**src/rtl/mio_bus_arbiter_pkg.sv**
```systemverilog
// mio_arb_pkg: shared types and constants for the MIO bus arbiter.
//   state_t : arbiter FSM states (IDLE/ISSUE/WAIT/RESP)
//   GNT_*   : grant encodings (none / CPU / DMA)
//   CNT_W   : width of the memory-latency wait counter
package mio_arb_pkg;

  typedef enum logic [1:0] {
    IDLE  = 2'd0,
    ISSUE = 2'd1,
    WAIT  = 2'd2,
    RESP  = 2'd3
  } state_t;

  localparam logic [1:0] GNT_NONE = 2'b00;
  localparam logic [1:0] GNT_CPU  = 2'b01;
  localparam logic [1:0] GNT_DMA  = 2'b10;

  // Wide enough for MEM_LAT up to 15.
  localparam int CNT_W = 4;

endpackage

```
**src/rtl/mio_bus_arbiter_if.sv**
```systemverilog
// mio_bus_arbiter_if: bundles the two requester ports, the memory bus and
// the grant indication of the MIO bus arbiter.
//   modport master : arbiter side (drives acks, rdata, mem_*, grant)
//   modport slave  : environment side (requesters + memory)
// Parameters: ADDR_W, DATA_W.
interface mio_bus_arbiter_if #(
  parameter int ADDR_W = 32,
  parameter int DATA_W = 32
);
  // CPU requester
  logic              cpu_req;
  logic              cpu_we;
  logic [ADDR_W-1:0] cpu_addr;
  logic [DATA_W-1:0] cpu_wdata;
  logic [DATA_W-1:0] cpu_rdata;
  logic              cpu_ack;
  // DMA/VGA requester
  logic              dma_req;
  logic              dma_we;
  logic [ADDR_W-1:0] dma_addr;
  logic [DATA_W-1:0] dma_wdata;
  logic [DATA_W-1:0] dma_rdata;
  logic              dma_ack;
  // Memory bus
  logic              mem_en;
  logic              mem_we;
  logic [ADDR_W-1:0] mem_addr;
  logic [DATA_W-1:0] mem_wdata;
  logic [DATA_W-1:0] mem_rdata;
  // Current owner
  logic [1:0]        grant;

  modport master (
    input  cpu_req, cpu_we, cpu_addr, cpu_wdata,
    input  dma_req, dma_we, dma_addr, dma_wdata,
    input  mem_rdata,
    output cpu_rdata, cpu_ack, dma_rdata, dma_ack,
    output mem_en, mem_we, mem_addr, mem_wdata, grant
  );

  modport slave (
    output cpu_req, cpu_we, cpu_addr, cpu_wdata,
    output dma_req, dma_we, dma_addr, dma_wdata,
    output mem_rdata,
    input  cpu_rdata, cpu_ack, dma_rdata, dma_ack,
    input  mem_en, mem_we, mem_addr, mem_wdata, grant
  );

endinterface

```
**src/rtl/mio_bus_arbiter_rr_pick.sv**
```systemverilog
// mio_rr_pick: combinational 2-way winner selection.
//   cpu_req, dma_req : pending requests
//   last_grant       : owner of the previous completed access
//   pick             : GNT_NONE / GNT_CPU / GNT_DMA
// Build option: ARB_CPU_PRIO_EN -> CPU always wins ties (last_grant ignored);
// otherwise round-robin on ties.
module mio_rr_pick
  import mio_arb_pkg::*;
(
  input  logic       cpu_req,
  input  logic       dma_req,
  input  logic [1:0] last_grant,
  output logic [1:0] pick
);

`ifdef ARB_CPU_PRIO_EN
  // Fixed priority never looks at history.
  logic unused_last_grant;
  assign unused_last_grant = ^last_grant;

  always_comb begin
    pick = GNT_NONE;
    if (cpu_req)      pick = GNT_CPU;
    else if (dma_req) pick = GNT_DMA;
  end
`else
  always_comb begin
    pick = GNT_NONE;
    if (cpu_req && dma_req)
      // Tie goes to whoever did not own the bus last.
      pick = (last_grant == GNT_CPU) ? GNT_DMA : GNT_CPU;
    else if (cpu_req)
      pick = GNT_CPU;
    else if (dma_req)
      pick = GNT_DMA;
  end
`endif

endmodule

```
**src/rtl/mio_bus_arbiter.sv**
```systemverilog
// mio_bus_arbiter: shares one fixed-latency memory bus between the CPU
// controller (port 0) and a DMA/VGA fetch engine (port 1), one access at a
// time: IDLE (arbitrate) -> ISSUE (mem_en) -> WAIT (MEM_LAT) -> RESP (ack).
// Ports:
//   clk   : clock
//   reset : asynchronous, active-high
//   bus   : mio_bus_arbiter_if.master (requesters, memory bus, grant)
// Parameters: ADDR_W, DATA_W (must match the interface), MEM_LAT (1..15).
// Build option: ARB_CPU_PRIO_EN selects fixed CPU priority instead of
// round-robin (see mio_rr_pick).
module mio_bus_arbiter
  import mio_arb_pkg::*;
#(
  parameter int ADDR_W  = 32,
  parameter int DATA_W  = 32,
  parameter int MEM_LAT = 2
) (
  input  logic                clk,
  input  logic                reset,
  mio_bus_arbiter_if.master   bus
);

  state_t           state;
  logic [CNT_W-1:0] cnt;
  logic [1:0]       last_grant;
  logic [1:0]       pick;

  mio_rr_pick u_pick (
    .cpu_req    (bus.cpu_req),
    .dma_req    (bus.dma_req),
    .last_grant (last_grant),
    .pick       (pick)
  );

  always_ff @(posedge clk or posedge reset) begin
    if (reset) begin
      state         <= IDLE;
      cnt           <= '0;
      last_grant    <= GNT_DMA;  // CPU wins the first tie
      bus.grant     <= GNT_NONE;
      bus.mem_en    <= 1'b0;
      bus.mem_we    <= 1'b0;
      bus.mem_addr  <= '0;
      bus.mem_wdata <= '0;
      bus.cpu_rdata <= '0;
      bus.dma_rdata <= '0;
      bus.cpu_ack   <= 1'b0;
      bus.dma_ack   <= 1'b0;
    end else begin
      // Single-cycle pulses default low.
      bus.mem_en  <= 1'b0;
      bus.cpu_ack <= 1'b0;
      bus.dma_ack <= 1'b0;
      case (state)
        IDLE: begin
          if (pick != GNT_NONE) begin
            bus.grant  <= pick;
            bus.mem_en <= 1'b1;  // high for the whole ISSUE cycle
            if (pick == GNT_CPU) begin
              bus.mem_we    <= bus.cpu_we;
              bus.mem_addr  <= bus.cpu_addr;
              bus.mem_wdata <= bus.cpu_wdata;
            end else begin
              bus.mem_we    <= bus.dma_we;
              bus.mem_addr  <= bus.dma_addr;
              bus.mem_wdata <= bus.dma_wdata;
            end
            state <= ISSUE;
          end
        end
        ISSUE: begin
          cnt   <= CNT_W'(MEM_LAT);
          state <= WAIT;
        end
        WAIT: begin
          cnt <= cnt - 1'b1;
          // cnt==1 marks the cycle in which mem_rdata is valid.
          if (cnt == CNT_W'(1)) begin
            if (!bus.mem_we) begin
              if (bus.grant == GNT_CPU) bus.cpu_rdata <= bus.mem_rdata;
              else                      bus.dma_rdata <= bus.mem_rdata;
            end
            bus.cpu_ack <= (bus.grant == GNT_CPU);
            bus.dma_ack <= (bus.grant == GNT_DMA);
            state       <= RESP;
          end
        end
        RESP: begin
          last_grant <= bus.grant;
          bus.grant  <= GNT_NONE;
          state      <= IDLE;
        end
        default: state <= IDLE;
      endcase
    end
  end

endmodule

```
**src/flat_wrapper.sv**
```systemverilog
// flat-port wrapper written by rule: the top's interface ports become plain ports
module mio_bus_arbiter_flat import mio_arb_pkg::*;
#(
  parameter int ADDR_W  = 32,
  parameter int DATA_W  = 32,
  parameter int MEM_LAT = 2
)
  (clk, reset, bus_cpu_req, bus_cpu_we, bus_cpu_addr, bus_cpu_wdata, bus_dma_req, bus_dma_we, bus_dma_addr, bus_dma_wdata, bus_mem_rdata, bus_cpu_rdata, bus_cpu_ack, bus_dma_rdata, bus_dma_ack, bus_mem_en, bus_mem_we, bus_mem_addr, bus_mem_wdata, bus_grant);
  mio_bus_arbiter_if #(.ADDR_W(ADDR_W), .DATA_W(DATA_W)) bus_i ();
  input  logic clk;
  input  logic reset;
  input wire logic [$bits(bus_i.cpu_req)-1:0] bus_cpu_req;
  input wire logic [$bits(bus_i.cpu_we)-1:0] bus_cpu_we;
  input wire logic [$bits(bus_i.cpu_addr)-1:0] bus_cpu_addr;
  input wire logic [$bits(bus_i.cpu_wdata)-1:0] bus_cpu_wdata;
  input wire logic [$bits(bus_i.dma_req)-1:0] bus_dma_req;
  input wire logic [$bits(bus_i.dma_we)-1:0] bus_dma_we;
  input wire logic [$bits(bus_i.dma_addr)-1:0] bus_dma_addr;
  input wire logic [$bits(bus_i.dma_wdata)-1:0] bus_dma_wdata;
  input wire logic [$bits(bus_i.mem_rdata)-1:0] bus_mem_rdata;
  output wire logic [$bits(bus_i.cpu_rdata)-1:0] bus_cpu_rdata;
  output wire logic [$bits(bus_i.cpu_ack)-1:0] bus_cpu_ack;
  output wire logic [$bits(bus_i.dma_rdata)-1:0] bus_dma_rdata;
  output wire logic [$bits(bus_i.dma_ack)-1:0] bus_dma_ack;
  output wire logic [$bits(bus_i.mem_en)-1:0] bus_mem_en;
  output wire logic [$bits(bus_i.mem_we)-1:0] bus_mem_we;
  output wire logic [$bits(bus_i.mem_addr)-1:0] bus_mem_addr;
  output wire logic [$bits(bus_i.mem_wdata)-1:0] bus_mem_wdata;
  output wire logic [$bits(bus_i.grant)-1:0] bus_grant;
  assign bus_i.cpu_req = bus_cpu_req;
  assign bus_i.cpu_we = bus_cpu_we;
  assign bus_i.cpu_addr = bus_cpu_addr;
  assign bus_i.cpu_wdata = bus_cpu_wdata;
  assign bus_i.dma_req = bus_dma_req;
  assign bus_i.dma_we = bus_dma_we;
  assign bus_i.dma_addr = bus_dma_addr;
  assign bus_i.dma_wdata = bus_dma_wdata;
  assign bus_i.mem_rdata = bus_mem_rdata;
  assign bus_cpu_rdata = bus_i.cpu_rdata;
  assign bus_cpu_ack = bus_i.cpu_ack;
  assign bus_dma_rdata = bus_i.dma_rdata;
  assign bus_dma_ack = bus_i.dma_ack;
  assign bus_mem_en = bus_i.mem_en;
  assign bus_mem_we = bus_i.mem_we;
  assign bus_mem_addr = bus_i.mem_addr;
  assign bus_mem_wdata = bus_i.mem_wdata;
  assign bus_grant = bus_i.grant;
  mio_bus_arbiter #(.ADDR_W(ADDR_W), .DATA_W(DATA_W), .MEM_LAT(MEM_LAT)) u_core (.clk(clk), .reset(reset), .bus(bus_i));
endmodule
```
**config.mk**
```make
export PLATFORM = sky130hd
export DESIGN_NAME = mio_bus_arbiter_flat
export DESIGN_NICKNAME = d
export VERILOG_FILES = /design/src/rtl/mio_bus_arbiter_pkg.sv /design/src/rtl/mio_bus_arbiter_if.sv /design/src/rtl/mio_bus_arbiter_rr_pick.sv /design/src/rtl/mio_bus_arbiter.sv /design/src/flat_wrapper.sv
export SDC_FILE = /design/constraint.sdc
export NUM_CORES = 1
export LEC_CHECK = 0
export CAP_MARGIN = 20
export CORE_MARGIN = 4
export CORE_UTILIZATION = 30
export CTS_BUF_LIST = sky130_fd_sc_hd__clkbuf_4
export DETAILED_ROUTE_END_ITERATION = 8
export PLACE_DENSITY = 0.59
export SYNTH_ARGS = -nofsm -noshare
export SYNTH_HDL_FRONTEND = slang
export SYNTH_SLANG_ARGS = --single-unit
```
**constraint.sdc**
```tcl
create_clock -name clk -period 5.6 [get_ports clk]
set_input_delay 1.12 -clock clk [delete_from_list [all_inputs] [get_ports clk]]
set_output_delay 1.12 -clock clk [all_outputs]
set_load 0.02 [all_outputs]
```
==> qor.yml <==
power_and_ir_drop:
  p_per_area_mw_per_mm2: 512
  p_leak_uw: 0.00401
  ir_drop_mv: 0.220
die:
  num_rows: 52
  boundaryPins: 300
  start_util_pct: 30.7
  design.die.area_mm2: 0.0233
  dieWidth_um: 153
  die_h_um: 153
  core_area_mm2: 0.0204
synth:
  synth_area_leaders: "dfrtp_1 (56%), mux2_2 (11%), nand2_1 (7.8%)"
  synth_common_cells: "dfrtp_1 (141), nand2_1 (131), nand4_1 (65), o211ai_1 (65), mux2_2 (64)"
  yosysMostFrequentCell: "dfrtp_1"
  synth_edf_count: 0
  synth_area_per_cell_um2: 11.1
  yosys_warnings: 0
  async_flop_share_pct: 100
  synth_area_mm2: 0.00627
  ys_types: 32
  synthFlopType: "dfrtp_1"
  ys_ff_latch: 142
  synth_cells: 564
  synth_top_area_cell: "dfrtp_1"
  syn_nets: 735
  synth_seq_area_share_pct: 56.7
  yosysTopAreaCellShare_pct: 56.2
hold_path:
  hold_class: "flip-flop to flip-flop"
layout:
  final_util_pct: 47.6
  drive_above_1_share_pct: 13.6
  nFillCells: 1967
  multiInputGateArea_mm2: 0.00245
  fin_nets: 1012
  areaGrowthSynthToFinish_pct: 54.9
  seqCellArea_mm2: 0.00355
detailed_routing:
  drtAntennaViolNets: 0
  drt_wl_total_um: 21200
  avgViaCountPerCell: 4.91
  drc_errors: 0
  drtIter0Drc: 279
  wl_per_cell_um: 18.9
  vias: 5525
  first_pass_iters: 4
global_route:
  grt_usage_pct: 17.9
  grt_pass1_vias: 5508
  grt_max_degree: 88
  antenna_found_initial: 1
  grt_pass1_wl_um: 32900
  overflow: 0
clock_tree:
  cts_root_buffer: "clkbuf_4"
  cts_sinks: 142
  cts_setup_buffers: 0
  clk_pin_slew_worst_paths_ns: 0.14
  htree_levels: 4
  worstSkewPairLatency_ns: 0.54
  tritoncts: "yes"
  postCtsHoldBufs: 0
  cts.path.max_buffers: 2
  ctsResizeCount: 0
  cts_made_buffers: 17
setup_path:
  crit_slowest_cell: "clkdlybuf4s50_1"
  start_kind: "flip-flop"
  end_kind: "output pin"
  crit_buf_inv: 1
  path_delay_family: "buffers and inverters"
  path_cells: "clkdlybuf4s50_1"
  path_max_fanout: 4
  slowest_delay_ns: 0.68
  required_ns: 4.48
  crit_type: "flip-flop to output pin"
  arrival_ns: 1.75
sta:
  fin_crit_ns: 2.87
  skew_ns: 0.0200
  fmax_mhz: 349
  setup_violations: 0
  fin_crit_sh_pct: 51.2
  relSlewSlack_pct: 44.8
  fin_tns_setup_ns: 0
  slew_viol_final: 0
  final.setup.worst_slack_ns: 2.73
  worst_pin_slew_ns: 0.828
  finalHoldViolCount: 0
  rsz0062_at_grt: "false"
placement:
  dp_hpwl_um: 14500
  place.port_buffers: 299
  place.gp.congestion: 0.778
  pre_cts_ws_ns: 2.37
run_status:
  outcome: "complete, no violations"
run:
  maxCapViolations: 0
## path summary, 6_finish.rpt
| check | start | end | slack (ns) | cells after the start |
|---|---|---|---|---|
| worst max-delay path | u_core.bus.mem_we | bus_mem_we | 2.73 | 1 |
| worst min-delay path | u_core.bus.dma_rdata[11] | u_core.bus.dma_rdata[11] | 0.51 | 1 |
| worst max register to register | u_core.state[0] | u_core.state[1] | 3.19 | 6 |
| worst min register to register | u_core.bus.dma_rdata[11] | u_core.bus.dma_rdata[11] | 0.51 | 1 |
| max in group asynchronous | reset | u_core.last_grant[1] | 3.51 | 3 |
| min in group asynchronous | reset | u_core.bus.dma_rdata[19] | 1.10 | 2 |
## layout make-up
class / instances / share of cell area [%]
Sequential cell: 142 / 36.6
Timing Repair Buffer: 309 / 31.5
Multi-Input combinational cell: 362 / 25.2
Tap cell: 270 / 3.47
Clock inverter: 15 / 1.56
Clock buffer: 17 / 1.31
Inverter: 9 / 0.399
Antenna cell: 1 / 0.0257
## sequential cells by signal (all words and copies together), names as in the netlist
name	cells
u_core.bus.grant	2
u_core.bus.mem_we	1
u_core.cnt	4
u_core.last_grant	2
u_core.bus.cpu_ack	1
u_core.bus.mem_en	1
u_core.bus.dma_ack	1
u_core.state	2
u_core.bus.mem_addr	32
u_core.bus.dma_rdata	32
u_core.bus.mem_wdata	32
u_core.bus.cpu_rdata	32
## routing by layer
layer,vias to the layer above,global-route usage [%],wire length (um)
li1,2577,-,-
met1,2686,23.8,9430
met2,235,27.2,9650
met3,27,6.19,1650
met4,0,6.19,471
met5,-,0,0
## where the power goes
group / internal, uW / leakage [uW] / switching [uW]
sequential: 1470 / 0.00183 / 246
clock: 236 / 0.000143 / 435
combinational: 1220 / 0.00203 / 1380
total: 2920 / 0.00401 / 2060
## worst register-to-register path: stages, from the launching register on
cell,delay [ns]
dfrtp_1,0.42
inv_1,0.09
ha_2,0.21
buf_4,0.66
or3b_2,0.53
o21a_1,0.14
mux2_2,0.27
## through the flow
stage	cell area [um^2]	hold WS, ns	std cells	total power (uW)
global route	9720	0.536	1125	5300
floorplan	6270	0.489	564	3100
global placement	9440	0.476	1092	4330
detailed placement	9440	0.479	1092	4370
CTS	9720	0.511	1124	5050
finish	9720	0.507	1125	4980
## placed cells by master (no fill, tap or decap), types with 2 or more instances in the layout
| cell type | instances |
|---|---|
| nor2b_1 | 2 |
| mux2_1 | 2 |
| clkinv_4 | 2 |
| clkdlybuf4s50_1 | 298 |
| nor2_1 | 3 |
| buf_4 | 10 |
| nand2_1 | 131 |
| dfrtp_1 | 141 |
| nand4_1 | 65 |
| inv_6 | 6 |
| clkinvlp_4 | 3 |
| o21ai_0 | 5 |
| ha_1 | 4 |
| a32o_1 | 3 |
| mux2_2 | 64 |
| nor3b_1 | 2 |
| clkbuf_4 | 17 |
| inv_1 | 7 |
| inv_8 | 3 |
| o211ai_1 | 65 |
## logic make-up after synthesis
logic type,share of synthesized area [%]
compound gates,9.19
fa+ha+maj,0.997
buf+inv,4.61
flops,56.7
mux,12.0
simple gates,16.6
Note: power is estimated with default switching activity, not from simulation.
